<file path="src/rtl/ftdi_sync_ctrl.sv">
// Controller for the FTDI 245-style synchronous-FIFO bus: arbitrates receive and
// transmit bursts, inserts bus turnaround, and buffers received words in a skid FIFO.
module ftdi_sync_ctrl #(
  parameter int DATA_W      = 8,
  parameter int MAX_BURST   = 64,
  parameter int SKID_DEPTH  = 4,
  parameter int TURN_CYCLES = 1,
  parameter int RR_MODE     = 1
) (
  input  logic              ftdi_clk,
  input  logic              rst,
  input  logic [DATA_W-1:0] data_i,
  output logic [DATA_W-1:0] data_o,
  output logic              data_oe,
  input  logic              rxf_n,
  input  logic              txe_n,
  output logic              oe_n,
  output logic              rd_n,
  output logic              wr_n,
  input  logic [DATA_W-1:0] tx_tdata,
  input  logic              tx_tvalid,
  output logic              tx_tready,
  output logic [DATA_W-1:0] rx_tdata,
  output logic              rx_tvalid,
  input  logic              rx_tready,
  output logic [31:0]       rx_words,
  output logic [31:0]       tx_words,
  output logic [2:0]        state_o
);

  typedef enum logic [2:0] {
    IDLE  = 3'd0,
    RX_OE = 3'd1,
    RX_RD = 3'd2,
    TX_WR = 3'd3,
    TURN  = 3'd4
  } state_t;

  localparam int AW = (SKID_DEPTH > 1) ? $clog2(SKID_DEPTH) : 1;
  localparam logic [AW:0] SKID_FULL = (AW + 1)'(SKID_DEPTH);
  localparam logic [8:0]  MAX_B     = 9'(MAX_BURST);
  localparam logic [1:0]  TURN_LAST = 2'((TURN_CYCLES > 0) ? TURN_CYCLES - 1 : 0);

  state_t            state_q, state_d;
  logic [8:0]        burst_q, burst_d;
  logic [1:0]        turn_q, turn_d;
  logic              last_rx_q, last_rx_d;
  logic [31:0]       rx_words_q, tx_words_q;

  logic [DATA_W-1:0] skid_mem_q [SKID_DEPTH];
  logic [AW-1:0]     wr_ptr_q, rd_ptr_q;
  logic [AW:0]       skid_cnt_q;

  logic skid_full, rx_req, tx_req, rd_en, wr_en, push, pop, burst_lt;

  assign skid_full = (skid_cnt_q == SKID_FULL);
  assign burst_lt  = (burst_q < MAX_B);
  assign rx_req    = !rxf_n && !skid_full;
  assign tx_req    = !txe_n && tx_tvalid;

  always_comb begin
    state_d   = state_q;
    burst_d   = burst_q;
    turn_d    = turn_q;
    last_rx_d = last_rx_q;
    rd_en     = 1'b0;
    wr_en     = 1'b0;
    case (state_q)
      IDLE: begin
        // Round-robin: the direction opposite to the last burst wins a contention.
        if (rx_req && (!tx_req || RR_MODE == 0 || !last_rx_q)) begin
          state_d = RX_OE;
          burst_d = '0;
        end else if (tx_req) begin
          state_d = TX_WR;
          burst_d = '0;
        end
      end
      RX_OE: state_d = RX_RD;
      RX_RD: begin
        rd_en = !rxf_n && !skid_full && burst_lt;
        if (rd_en) begin
          burst_d = burst_q + 9'd1;
        end else begin
          last_rx_d = 1'b1;
          turn_d    = '0;
          state_d   = (TURN_CYCLES == 0) ? IDLE : TURN;
        end
      end
      TX_WR: begin
        wr_en = !txe_n && tx_tvalid && burst_lt;
        if (wr_en) begin
          burst_d = burst_q + 9'd1;
        end else begin
          last_rx_d = 1'b0;
          turn_d    = '0;
          state_d   = (TURN_CYCLES == 0) ? IDLE : TURN;
        end
      end
      TURN: begin
        if (turn_q == TURN_LAST) state_d = IDLE;
        else                     turn_d  = turn_q + 2'd1;
      end
      default: state_d = IDLE;
    endcase
  end

  always_ff @(posedge ftdi_clk or posedge rst) begin
    if (rst) begin
      state_q   <= IDLE;
      burst_q   <= '0;
      turn_q    <= '0;
      last_rx_q <= 1'b0;
    end else begin
      state_q   <= state_d;
      burst_q   <= burst_d;
      turn_q    <= turn_d;
      last_rx_q <= last_rx_d;
    end
  end

  always_ff @(posedge ftdi_clk or posedge rst) begin
    if (rst) begin
      rx_words_q <= '0;
      tx_words_q <= '0;
    end else begin
      rx_words_q <= rx_words_q + 32'(rd_en);
      tx_words_q <= tx_words_q + 32'(wr_en);
    end
  end

  // Skid FIFO: a push and a pop on the same edge leave the occupancy unchanged.
  assign push = rd_en;
  assign pop  = rx_tvalid && rx_tready;

  always_ff @(posedge ftdi_clk) begin
    if (push) skid_mem_q[wr_ptr_q] <= data_i;
  end

  always_ff @(posedge ftdi_clk or posedge rst) begin
    if (rst) begin
      wr_ptr_q   <= '0;
      rd_ptr_q   <= '0;
      skid_cnt_q <= '0;
    end else begin
      if (push) wr_ptr_q <= wr_ptr_q + 1'b1;
      if (pop)  rd_ptr_q <= rd_ptr_q + 1'b1;
      case ({push, pop})
        2'b10:   skid_cnt_q <= skid_cnt_q + 1'b1;
        2'b01:   skid_cnt_q <= skid_cnt_q - 1'b1;
        default: skid_cnt_q <= skid_cnt_q;
      endcase
    end
  end

  // Strobes are decoded from the registered state so reset releases the bus at once.
  assign oe_n      = !(state_q == RX_OE || state_q == RX_RD);
  assign rd_n      = !rd_en;
  assign wr_n      = !wr_en;
  assign data_oe   = (state_q == TX_WR);
  assign data_o    = tx_tdata;
  assign tx_tready = wr_en;
  assign rx_tvalid = (skid_cnt_q != '0);
  assign rx_tdata  = skid_mem_q[rd_ptr_q];
  assign rx_words  = rx_words_q;
  assign tx_words  = tx_words_q;
  assign state_o   = state_q;

endmodule

</file>
<file path="config.mk">
export PLATFORM = sky130hd
export DESIGN_NAME = ftdi_sync_ctrl
export DESIGN_NICKNAME = d
export VERILOG_FILES = /design/src/rtl/ftdi_sync_ctrl.sv
export SDC_FILE = /design/constraint.sdc
export NUM_CORES = 1
export LEC_CHECK = 0
export BUFFER_PORTS_ARGS = -buffer_cell sky130_fd_sc_hd__buf_2
export CAP_MARGIN = 10
export CORE_AREA = 2 2 102 104
export CTS_CLUSTER_SIZE = 28
export DETAILED_ROUTE_END_ITERATION = 16
export DIE_AREA = 0 0 104 106
export PLACE_DENSITY = 0.9
export REMOVE_ABC_BUFFERS = 1
export SYNTH_ARGS = -nofsm -noshare
export SYNTH_HDL_FRONTEND = slang
export SYNTH_SLANG_ARGS = --single-unit
</file>
<file path="constraint.sdc">
create_clock -name ftdi_clk -period 8.12 [get_ports ftdi_clk]
set_input_delay 0.406 -clock ftdi_clk [delete_from_list [all_inputs] [get_ports ftdi_clk]]
set_output_delay 0.406 -clock ftdi_clk [all_outputs]
set_load 0.01 [all_outputs]
</file>
==> results.md, run 1 <==
- Share of async-settable or async-resettable flops after synthesis: 0.729
- Core ar.: 0.0100 mm²
- Overall Global Routing Usage: 0.212
- Clock Skews: 0.00558 ns
- Fill cell count: 756
- H-tree Lvls: 4
- Setup Total Neg Slack: 0 ns
- Final worst path period share: 0.382
- Top cells by area, synth: dfrtp_1, edfxtp_1, xnor2_1, xor2_1, mux4_2
- Flop pwr share: 0.426
- Synth top area share: 0.403
- Worst setup EP type: flop
- Worst-Margin Slew: 1.08 ns
- Residual DRC count: 0
- Synth Flop Type: dfrtp_1
- WHS Path Cells: 1
- R2R cell count: 9
- CTS Sinks: 118
- Vias per inst: 5.50
- Post-CTS sizing: 0
- First-pass GRT wire length: 18400 µm
- Vias in the first global route: 3716
- Share of cells above drive strength 1: 0.257
- Combinational share of power: 0.197
- Switching power: 560 µW
- Critical path class: flop to flop
- Clock group share of total power: 0.377
- Initial Util: 0.535
- Worst skew pair latency: 0.51 ns
- Setup Viol. Count Final: 0
- Nets: 570
- Area post-placement: 0.00590 mm²
- Router iterations before antenna repair: 5
- Largest area contributor in the netlist: dfrtp_1
- Max Slew Vio Count: 0
- Routed WL per cell: 16.1 µm
- Worst path max stage delay: 0.52 ns
- # Post-CTS Setup Buffers: 0
- PwrDens: 280 mW/mm²
- Dpl ws: 5.06 ns
- Unrepaired setup endpoints after global routing: false
- Post-Syn Instances: 438
- Synth cell count leaders: dfrtp_1, xnor2_1, edfxtp_1
- Min Clock Period, post-route: 3.10 ns
- Register bit total from synthesis: 118
- Multi-input logic area: 0.00205 mm²
- R2R Path Start: burst_q[6]$_DFFE_PP0P_
- Die span in x: 104 µm
- Row cnt: 37
- Rel. slew slack: 0.280
- Synth Warn #: 0
- Max capacitance violation total: 0
- Layout overhead on the synthesized area: 20.6%
- Die Span Y: 106 µm
- CTS max path bufs: 2
- P_int: 1.25 mW
- # IOs: 111
- Inserted Diodes: 0
- Netlist cell types: 51
- CP Launch Type: flop
- Worst hold path class: primary input to flop
- I/O Buffers: 94
- CP max-delay cell: or3_1
- Syn avg cell area: 12.2 µm²
- Final wirelength: 11000 µm
- FF-to-FF setup slack: 5.02 ns
- Largest net degree at the start of global routing: 87
- RePlAce Congestion: 0.838
- Die Area: 0.0110 mm²
- Fmax: 322 MHz
- Worst path arrival time: 3.50 ns
- Initial antenna violation count: 0
- Status: finished clean
- Final setup margin: 5.02 ns
- Hold Path End: skid_mem_q[1][1]$_DFFE_PP_
- Mapped Area: 0.00535 mm²
- Sw frac: 0.310
- RR Endpoint: rx_words[12]$_DFF_PP0_
- Critical path fanouts, max: 9
- Leak: 2.97 nW
- Antenna-violating nets left: 0
- Final hold violation count: 0
- CTS Hold Buffers Added: 0
- Seq. cell area: 0.00311 mm²
- Placed wire-length estimate: 7480 µm
- Sequential share of the synthesized area: 0.582
- Grt total ovfl: 0
- CTS tree: done
- Num CTS Buffers: 17
- Number of flops mapped to enable cells by yosys: 32
- Top-count cell post-synth: dfrtp_1
- Worst EP required: 8.51 ns
- DRT iter0 DRCs: 154
- Fin area: 0.00645 mm²
- Hold Path Origin: data_i[1]
- Crit-path cells: or3_1 -> or3_1 -> nor3_4 -> ha_1 -> ha_1 -> inv_1 -> nor3_1 -> nand4_1 -> xnor2_1
- Vias post-DR: 3763
- Root Buffer: clkbuf_8
- Clk slew on worst S/H paths: 0.06 ns
- Peak supply drop: 0.152 mV
## how the worst max path moves through the flow
stage	startpoint	endpoint	slack, ns	cells after the start
after floorplan	burst_q[6]$_DFFE_PP0P_	rx_words[12]$_DFF_PP0_	5.35	9
after global placement	burst_q[6]$_DFFE_PP0P_	rx_words[12]$_DFF_PP0_	5.15	9
after detailed placement	burst_q[6]$_DFFE_PP0P_	rx_words[12]$_DFF_PP0_	5.06	9
after CTS	burst_q[6]$_DFFE_PP0P_	rx_words[12]$_DFF_PP0_	5.02	9
after global routing	burst_q[6]$_DFFE_PP0P_	rx_words[12]$_DFF_PP0_	4.74	9
final	burst_q[6]$_DFFE_PP0P_	rx_words[12]$_DFF_PP0_	5.02	9
## state kept, by name (all words and copies together), names as in the netlist
register    count
burst_q         9
rx_words       32
state_o         3
wr_ptr_q        2
skid_mem_q     32
rd_ptr_q        2
last_rx_q       1
skid_cnt_q      3
turn_q          2
tx_words       32
## layout make-up
| type | instances | share of cell area |
|---|---|---|
| flip-flops and latches | 118 | 0.483 |
| multi-input cells | 281 | 0.319 |
| repair buffers | 95 | 0.0741 |
| clock buffers | 17 | 0.0642 |
| well taps | 136 | 0.0264 |
| clock inverters | 15 | 0.0208 |
| inverters | 22 | 0.0130 |
## power by group through the flow
stage	Sequential (mW)	Clock (mW)	Combinational, mW
6_report	0.769	0.681	0.355
5_1_grt	0.783	0.720	0.395
4_1_cts	0.769	0.691	0.360
3_5_place_dp	0.779	0	0.356
3_3_place_gp	0.770	0	0.337
2_1_floorplan	0.765	0	0.236
## critical path: cells and delay by family (launching register included)
| family | cells | cell delay (ns) |
|---|---|---|
| xor+xnor | 1 | 0.15 |
| buf+inv | 1 | 0.07 |
| flops | 1 | 0.37 |
| fa+ha+maj | 2 | 0.46 |
| simple gates | 5 | 1.94 |
## cell families after synthesis
kind of cell | synth area share
AND/OR/NAND/NOR | 0.159
AO/OA/AOI/OAI | 0.0452
flip-flops | 0.582
buffers and inverters | 0.0335
adder cells (fa/ha/maj) | 0.0318
multiplexers | 0.0396
XOR/XNOR | 0.108
## through the flow
stage | power (mW) | utilization | hold WS, ns | instances
6_report | 1.81 | 0.645 | 0.112 | 684
2_1_floorplan | 1.00 | - | 0.451 | 421
3_5_place_dp | 1.14 | 0.590 | 0.458 | 652
3_3_place_gp | 1.11 | 0.590 | 0.453 | 652
4_1_cts | 1.82 | 0.645 | 0.0875 | 684
5_1_grt | 1.90 | 0.645 | 0.0945 | 684
## metal layers
layer / routed length [µm] / global-route usage
met4: 218 / 0.0888
met3: 733 / 0.0613
met1: 4560 / 0.261
met2: 5480 / 0.351
met5: 0 / 0
## cells in the final DEF, fill, tap and decap left out, types with 8 or more instances in the layout
| master | n |
|---|---|
| buf_2 | 94 |
| dfrtp_1 | 86 |
| xnor2_1 | 39 |
| edfxtp_1 | 32 |
| nand2_1 | 30 |
| nand3_1 | 30 |
| xor2_1 | 27 |
| inv_1 | 21 |
| nor2_1 | 17 |
| nand4_1 | 16 |
| nor3_1 | 16 |
| clkbuf_16 | 16 |
| ha_1 | 12 |
| nor4_1 | 9 |
| a21oi_1 | 8 |
| and2_1 | 8 |
| mux4_2 | 8 |
No activity file was read; power rests on OpenSTA's default activity.
==> run 2: changes to the inputs <==
==> constraint.sdc (replaced) <==
create_clock -name ftdi_clk -period 3 [get_ports ftdi_clk]
set_input_delay 0.15 -clock ftdi_clk [delete_from_list [all_inputs] [get_ports ftdi_clk]]
set_output_delay 0.15 -clock ftdi_clk [all_outputs]
set_load 0.01 [all_outputs]
==> run 2 against run 1 <==
Die area stayed put. Critical path depth is 1 lower. Setup slack worse by 4.8 ns. First-iteration DRC count is 5.8% lower. Count of clock-buffer cells in the layout stayed put. Global-route usage is 0.26 points higher. Combinational power grew to 2.8 times the previous value. Largest cell class unchanged. Maximum frequency is 11% higher. Design area is 3.1% higher.
==> results.md, run 2 (synthesis gave the netlist of run 1 again) <==
- Commonest non-fill, non-tap cells in the layout: buf_2, dfrtp_1, xnor2_1
- Die Span Y: 106 µm
- CP most frequent cell: or3_1
- Final worst path period share: 0.932
- Worst skew pair latency: 0.51 ns
- CP Launch Type: flop
- Router iterations before antenna repair: 5
- Worst path arrival time: 3.23 ns
- Worst EP required: 3.44 ns
- Num CTS Buffers: 17
- Placed Cells: 659
- Residual DRC count: 0
- CTS Sinks: 118
- Crit-path cells: or3_1 -> or3_1 -> nor3_4 -> ha_1 -> nand2_1 -> or2_0 -> nor4_1 -> xor2_1
- RR Endpoint: rx_words[27]$_DFF_PP0_
- Initial antenna violation count: 0
- PwrDens: 764 mW/mm²
- Clk slew on worst S/H paths: 0.06 ns
- Setup Viol. Count Final: 0
- I/O Buffers: 94
- Final wirelength: 11200 µm
- Setup Total Neg Slack: 0 ns
- Leak: 3.07 nW
- Unrepaired setup endpoints after global routing: false
- Max Slew Vio Count: 0
- First-pass GRT wire length: 18700 µm
- Critical path fanouts, max: 7
- Multi-input logic area: 0.00206 mm²
- Final hold violation count: 0
- Worst-Margin Slew: 0.907 ns
- Placed wire-length estimate: 7590 µm
- Fmax: 358 MHz
- Fill cell count: 748
- Worst path max stage delay: 0.45 ns
- Share of cells above drive strength 1: 0.266
- WHS Path Cells: 3
- Min Clock Period, post-route: 2.79 ns
- CP startpoint: burst_q[6]$_DFFE_PP0P_
- Clock Skews: 0.00777 ns
- Vias per inst: 5.51
- Overall Global Routing Usage: 0.214
- Core ar.: 0.0100 mm²
- FF-to-FF setup slack: 0.21 ns
- Final setup margin: 0.205 ns
- CTS tree: done
- Nets: 586
- Routed WL per cell: 16.0 µm
- Finished Core Util: 0.665
- H-tree Lvls: 4
- Dpl ws: 0.171 ns
- Vias post-DR: 3859
- Root Buffer: clkbuf_8
- Max capacitance violation total: 0
- Die span in x: 104 µm
- RePlAce Congestion: 0.858
- Grt total ovfl: 0
- Worst setup EP type: flop
- Number of non-filler instances in the completed layout: 700
- Row cnt: 37
- Die Area: 0.0110 mm²
- Vias in the first global route: 3840
- Seq. cell area: 0.00311 mm²
- Inserted Diodes: 0
- Status: finished clean
- Critical path class: flop to flop
- R2R Path Start: burst_q[6]$_DFFE_PP0P_
- Largest net degree at the start of global routing: 43
- R2R cell count: 8
- Total power: 5.08 mW
- Initial Util: 0.535
- Most common cell after layout, fill and taps aside: buf_2
- Layout overhead on the synthesized area: 24.4%
- Rel. slew slack: 0.390
- Antenna-violating nets left: 0
- # IOs: 111
- CP endpoint: rx_words[27]$_DFF_PP0_
- DRT iter0 DRCs: 145
- Worst hold path class: primary input to flop
- CP max-delay cell: or3_1
- CTS max path bufs: 2
- Peak supply drop: 0.379 mV
- # Post-CTS Setup Buffers: 0
==> run 2: timing repair <==
item,4_1_cts,5_1_grt
endpoints found under the setup margin,0,5
hold endpoints to repair,72,0
resized for setup,0,2
hold buffers,9,0
==> run 2: per-stage QoR <==
step / hold slack (ns) / area [µm²]
floorplan: 0.249 / 5250
global placement: 0.281 / 5950
detailed placement: 0.285 / 5950
CTS: 0.0163 / 6640
global route: 0.0555 / 6650
finish: 0.0270 / 6650
==> run 2: worst max-delay path: cells and delay by family, from the launching register on <==
kind          cells  cell delay, ns
simple gates      6            1.91
fa+ha+maj         1            0.26
xor+xnor          1            0.17
flops             1            0.37
==> run 2: worst min-delay path by stage <==
stage | startpoint | endpoint | slack, ns
floorplan | data_i[0] | skid_mem_q[0][0]$_DFFE_PP_ | 0.25
global placement | rst | rx_words[13]$_DFF_PP0_ | 0.28
detailed placement | rst | rx_words[13]$_DFF_PP0_ | 0.29
CTS | rx_tready | rd_ptr_q[0]$_DFFE_PP0P_ | 0.02
global route | rx_tready | rd_ptr_q[0]$_DFFE_PP0P_ | 0.06
finish | rx_tready | rd_ptr_q[0]$_DFFE_PP0P_ | 0.03
==> run 2: power breakdown <==
group	total (mW)	internal (mW)	switching, mW
logic	1.00	0.468	0.534
clock network	2.01	1.27	0.745
registers	2.06	1.84	0.228
total	5.08	3.57	1.51
==> run 2: routing by layer <==
metal / vias up / global-route usage / share of wire
met5: - / 0 / 0
met3: 15 / 0.0711 / 0.057
met1: 1925 / 0.271 / 0.43
met4: 0 / 0.0898 / 0.013
met2: 135 / 0.341 / 0.50
li1: 1784 / - / -
==> run 2: area by class of cell <==
cell class / instances / area share
repair buffers: 111 / 0.0934
clock inverters: 15 / 0.0273
inverters: 22 / 0.0126
well taps: 136 / 0.0256
flip-flops and latches: 118 / 0.468
multi-input cells: 281 / 0.311
clock buffers: 17 / 0.0623
==> run 3: changes to the inputs <==
--- a/config.mk
+++ b/config.mk
@@ -8,6 +8,7 @@
 export BUFFER_PORTS_ARGS = -buffer_cell sky130_fd_sc_hd__buf_2
 export CAP_MARGIN = 10
 export CORE_AREA = 2 2 102 104
+export CTS_BUF_LIST = sky130_fd_sc_hd__clkbuf_16
 export CTS_CLUSTER_SIZE = 28
 export DETAILED_ROUTE_END_ITERATION = 16
 export DIE_AREA = 0 0 104 106
==> run 3 against run 2 <==
Maximum frequency is 0.25% lower. Flip-flop and latch count stayed put. Hold slack better by 0.11 ns. Die area stayed put. Critical path depth stayed put. Power is 0.87% higher. Register-to-register slack hardly changed. Design area is 0.17% higher. Clock skew is 0.00084 ns lower. Combinational power hardly changed. Critical path type unchanged. Critical endpoint unchanged.
==> results.md, run 3 (synthesis gave the netlist of run 1 again) <==
- Final hold violation count: 0
- Setup Viol. Count Final: 0
- Rel. slew slack: 0.379
- Final wirelength: 11200 µm
- Multi-input logic area: 0.00206 mm²
- Die Area: 0.0110 mm²
- Vias per inst: 5.52
- Row cnt: 37
- GRT busiest layer: met2
- CP Launch Type: flop
- Inserted Diodes: 0
- Worst EP required: 3.33 ns
- Routed WL per cell: 16.0 µm
- Critical path class: flop to flop
- Die Span Y: 106 µm
- Critical path fanouts, max: 7
- Peak supply drop: 0.382 mV
- CTS max path bufs: 2
- Most common cell after layout, fill and taps aside: buf_2
- Nets: 586
- Max Slew Vio Count: 0
- Worst hold path class: primary input to flop
- Root Buffer: clkbuf_16
- Hold Path End: rd_ptr_q[0]$_DFFE_PP0P_
- Die span in x: 104 µm
- Worst-Margin Slew: 0.922 ns
- Initial antenna violation count: 0
- Worst path arrival time: 3.13 ns
- First-pass GRT wire length: 18700 µm
- CTS Sinks: 118
- RePlAce Congestion: 0.858
- R2R Path Start: burst_q[6]$_DFFE_PP0P_
- # IOs: 111
- Core ar.: 0.0100 mm²
- WHS Path Cells: 3
- Vias in the first global route: 3840
- Share of cells above drive strength 1: 0.266
- Number of non-filler instances in the completed layout: 700
- Total power: 5.12 mW
- Worst skew pair latency: 0.41 ns
- DRT iter0 DRCs: 146
- H-tree Lvls: 4
- FF-to-FF setup slack: 0.20 ns
- PwrDens: 769 mW/mm²
- Setup Total Neg Slack: 0 ns
- Leak: 3.07 nW
- # Post-CTS Setup Buffers: 0
- Grt total ovfl: 0
- Worst setup EP type: flop
- Met3 Resource Use GR: 0.0711
- R2R cell count: 8
- Placed Cells: 659
- Layout overhead on the synthesized area: 24.6%
- Initial Util: 0.535
- Seq. cell area: 0.00311 mm²
- Num CTS Buffers: 17
- Clock Skews: 0.00694 ns
- Status: finished clean
- Commonest non-fill, non-tap cells in the layout: buf_2, dfrtp_1, xnor2_1
- Hold Path Origin: rx_tready
- Hold WS: 0.133 ns
- Overall Global Routing Usage: 0.214
- Clk slew on worst S/H paths: 0.05 ns
- Met1 usage: 0.271
- CTS tree: done
- Min Clock Period, post-route: 2.80 ns
- Placed wire-length estimate: 7590 µm
- Vias post-DR: 3867
- Antenna-violating nets left: 0
- Final worst path period share: 0.934
- Router iterations before antenna repair: 5
- Largest net degree at the start of global routing: 43
- Unrepaired setup endpoints after global routing: false
- RR Endpoint: rx_words[27]$_DFF_PP0_
- Met2 usage: 0.341
- Residual DRC count: 0
- Fill cell count: 746
- I/O Buffers: 94
- Max capacitance violation total: 0
- Fmax: 357 MHz
-- run 3: cell types whose count changed in the layout (fill, tap and decap cells not counted) --
cell       delta
clkbuf_16     +1
clkbuf_8      -1
-- run 3: final cells by class --
cell class / count / area share
sequential: 118 / 0.467
timing repair buffer: 111 / 0.0932
clock buffer: 17 / 0.0639
inverter: 22 / 0.0126
multi-input combinational: 281 / 0.310
tap: 136 / 0.0256
clock inverter: 15 / 0.0272
-- run 3: worst max path at each step --
| stage | cells after the start | startpoint | endpoint | slack (ns) |
|---|---|---|---|---|
| after floorplan | 9 | burst_q[6]$_DFFE_PP0P_ | rx_words[12]$_DFF_PP0_ | 0.23 |
| after global placement | 9 | burst_q[6]$_DFFE_PP0P_ | rx_words[12]$_DFF_PP0_ | 0.28 |
| after detailed placement | 9 | burst_q[6]$_DFFE_PP0P_ | rx_words[12]$_DFF_PP0_ | 0.17 |
| after CTS | 9 | burst_q[6]$_DFFE_PP0P_ | rx_words[12]$_DFF_PP0_ | 0.14 |
| after global routing | 8 | burst_q[6]$_DFFE_PP0P_ | rx_words[30]$_DFF_PP0_ | 0.004 |
| final | 8 | burst_q[6]$_DFFE_PP0P_ | rx_words[27]$_DFF_PP0_ | 0.20 |
-- run 3: what timing repair did --
action / 4_1_cts / 5_1_grt
resized for setup: 0 / 2
hold buffers: 9 / 0
hold endpoints to repair: 72 / 0
endpoints found under the setup margin: 0 / 5
-- run 3: worst max-delay path, stage by stage (launching register included) --
cell,delay (ns)
dfrtp_1,0.37
or3_1,0.45
or3_1,0.44
nor3_4,0.26
ha_1,0.25
nand2_1,0.11
or2_0,0.32
nor4_1,0.36
xor2_1,0.17
-- run 3: through the flow --
step           worst slack, ns  area (µm²)   util
2_1_floorplan            0.228        5250      -
3_3_place_gp             0.277        5950  0.595
3_5_place_dp             0.171        5950  0.595
4_1_cts                  0.139        6650  0.665
5_1_grt                0.00359        6660  0.666
6_report                 0.198        6660  0.666
-- run 3: per-layer routing --
metal	up-vias	part of all wire
met5	-	0
met4	0	0.016
met3	21	0.062
met2	158	0.49
met1	1904	0.43
li1	1784	-
-- run 3: report_power, final --
| part | leakage (nW) | internal (mW) | switching, mW |
|---|---|---|---|
| clock | 0.293 | 1.31 | 0.745 |
| combinational | 1.34 | 0.468 | 0.536 |
| sequential | 1.44 | 1.84 | 0.228 |
| total | 3.07 | 3.61 | 1.51 |
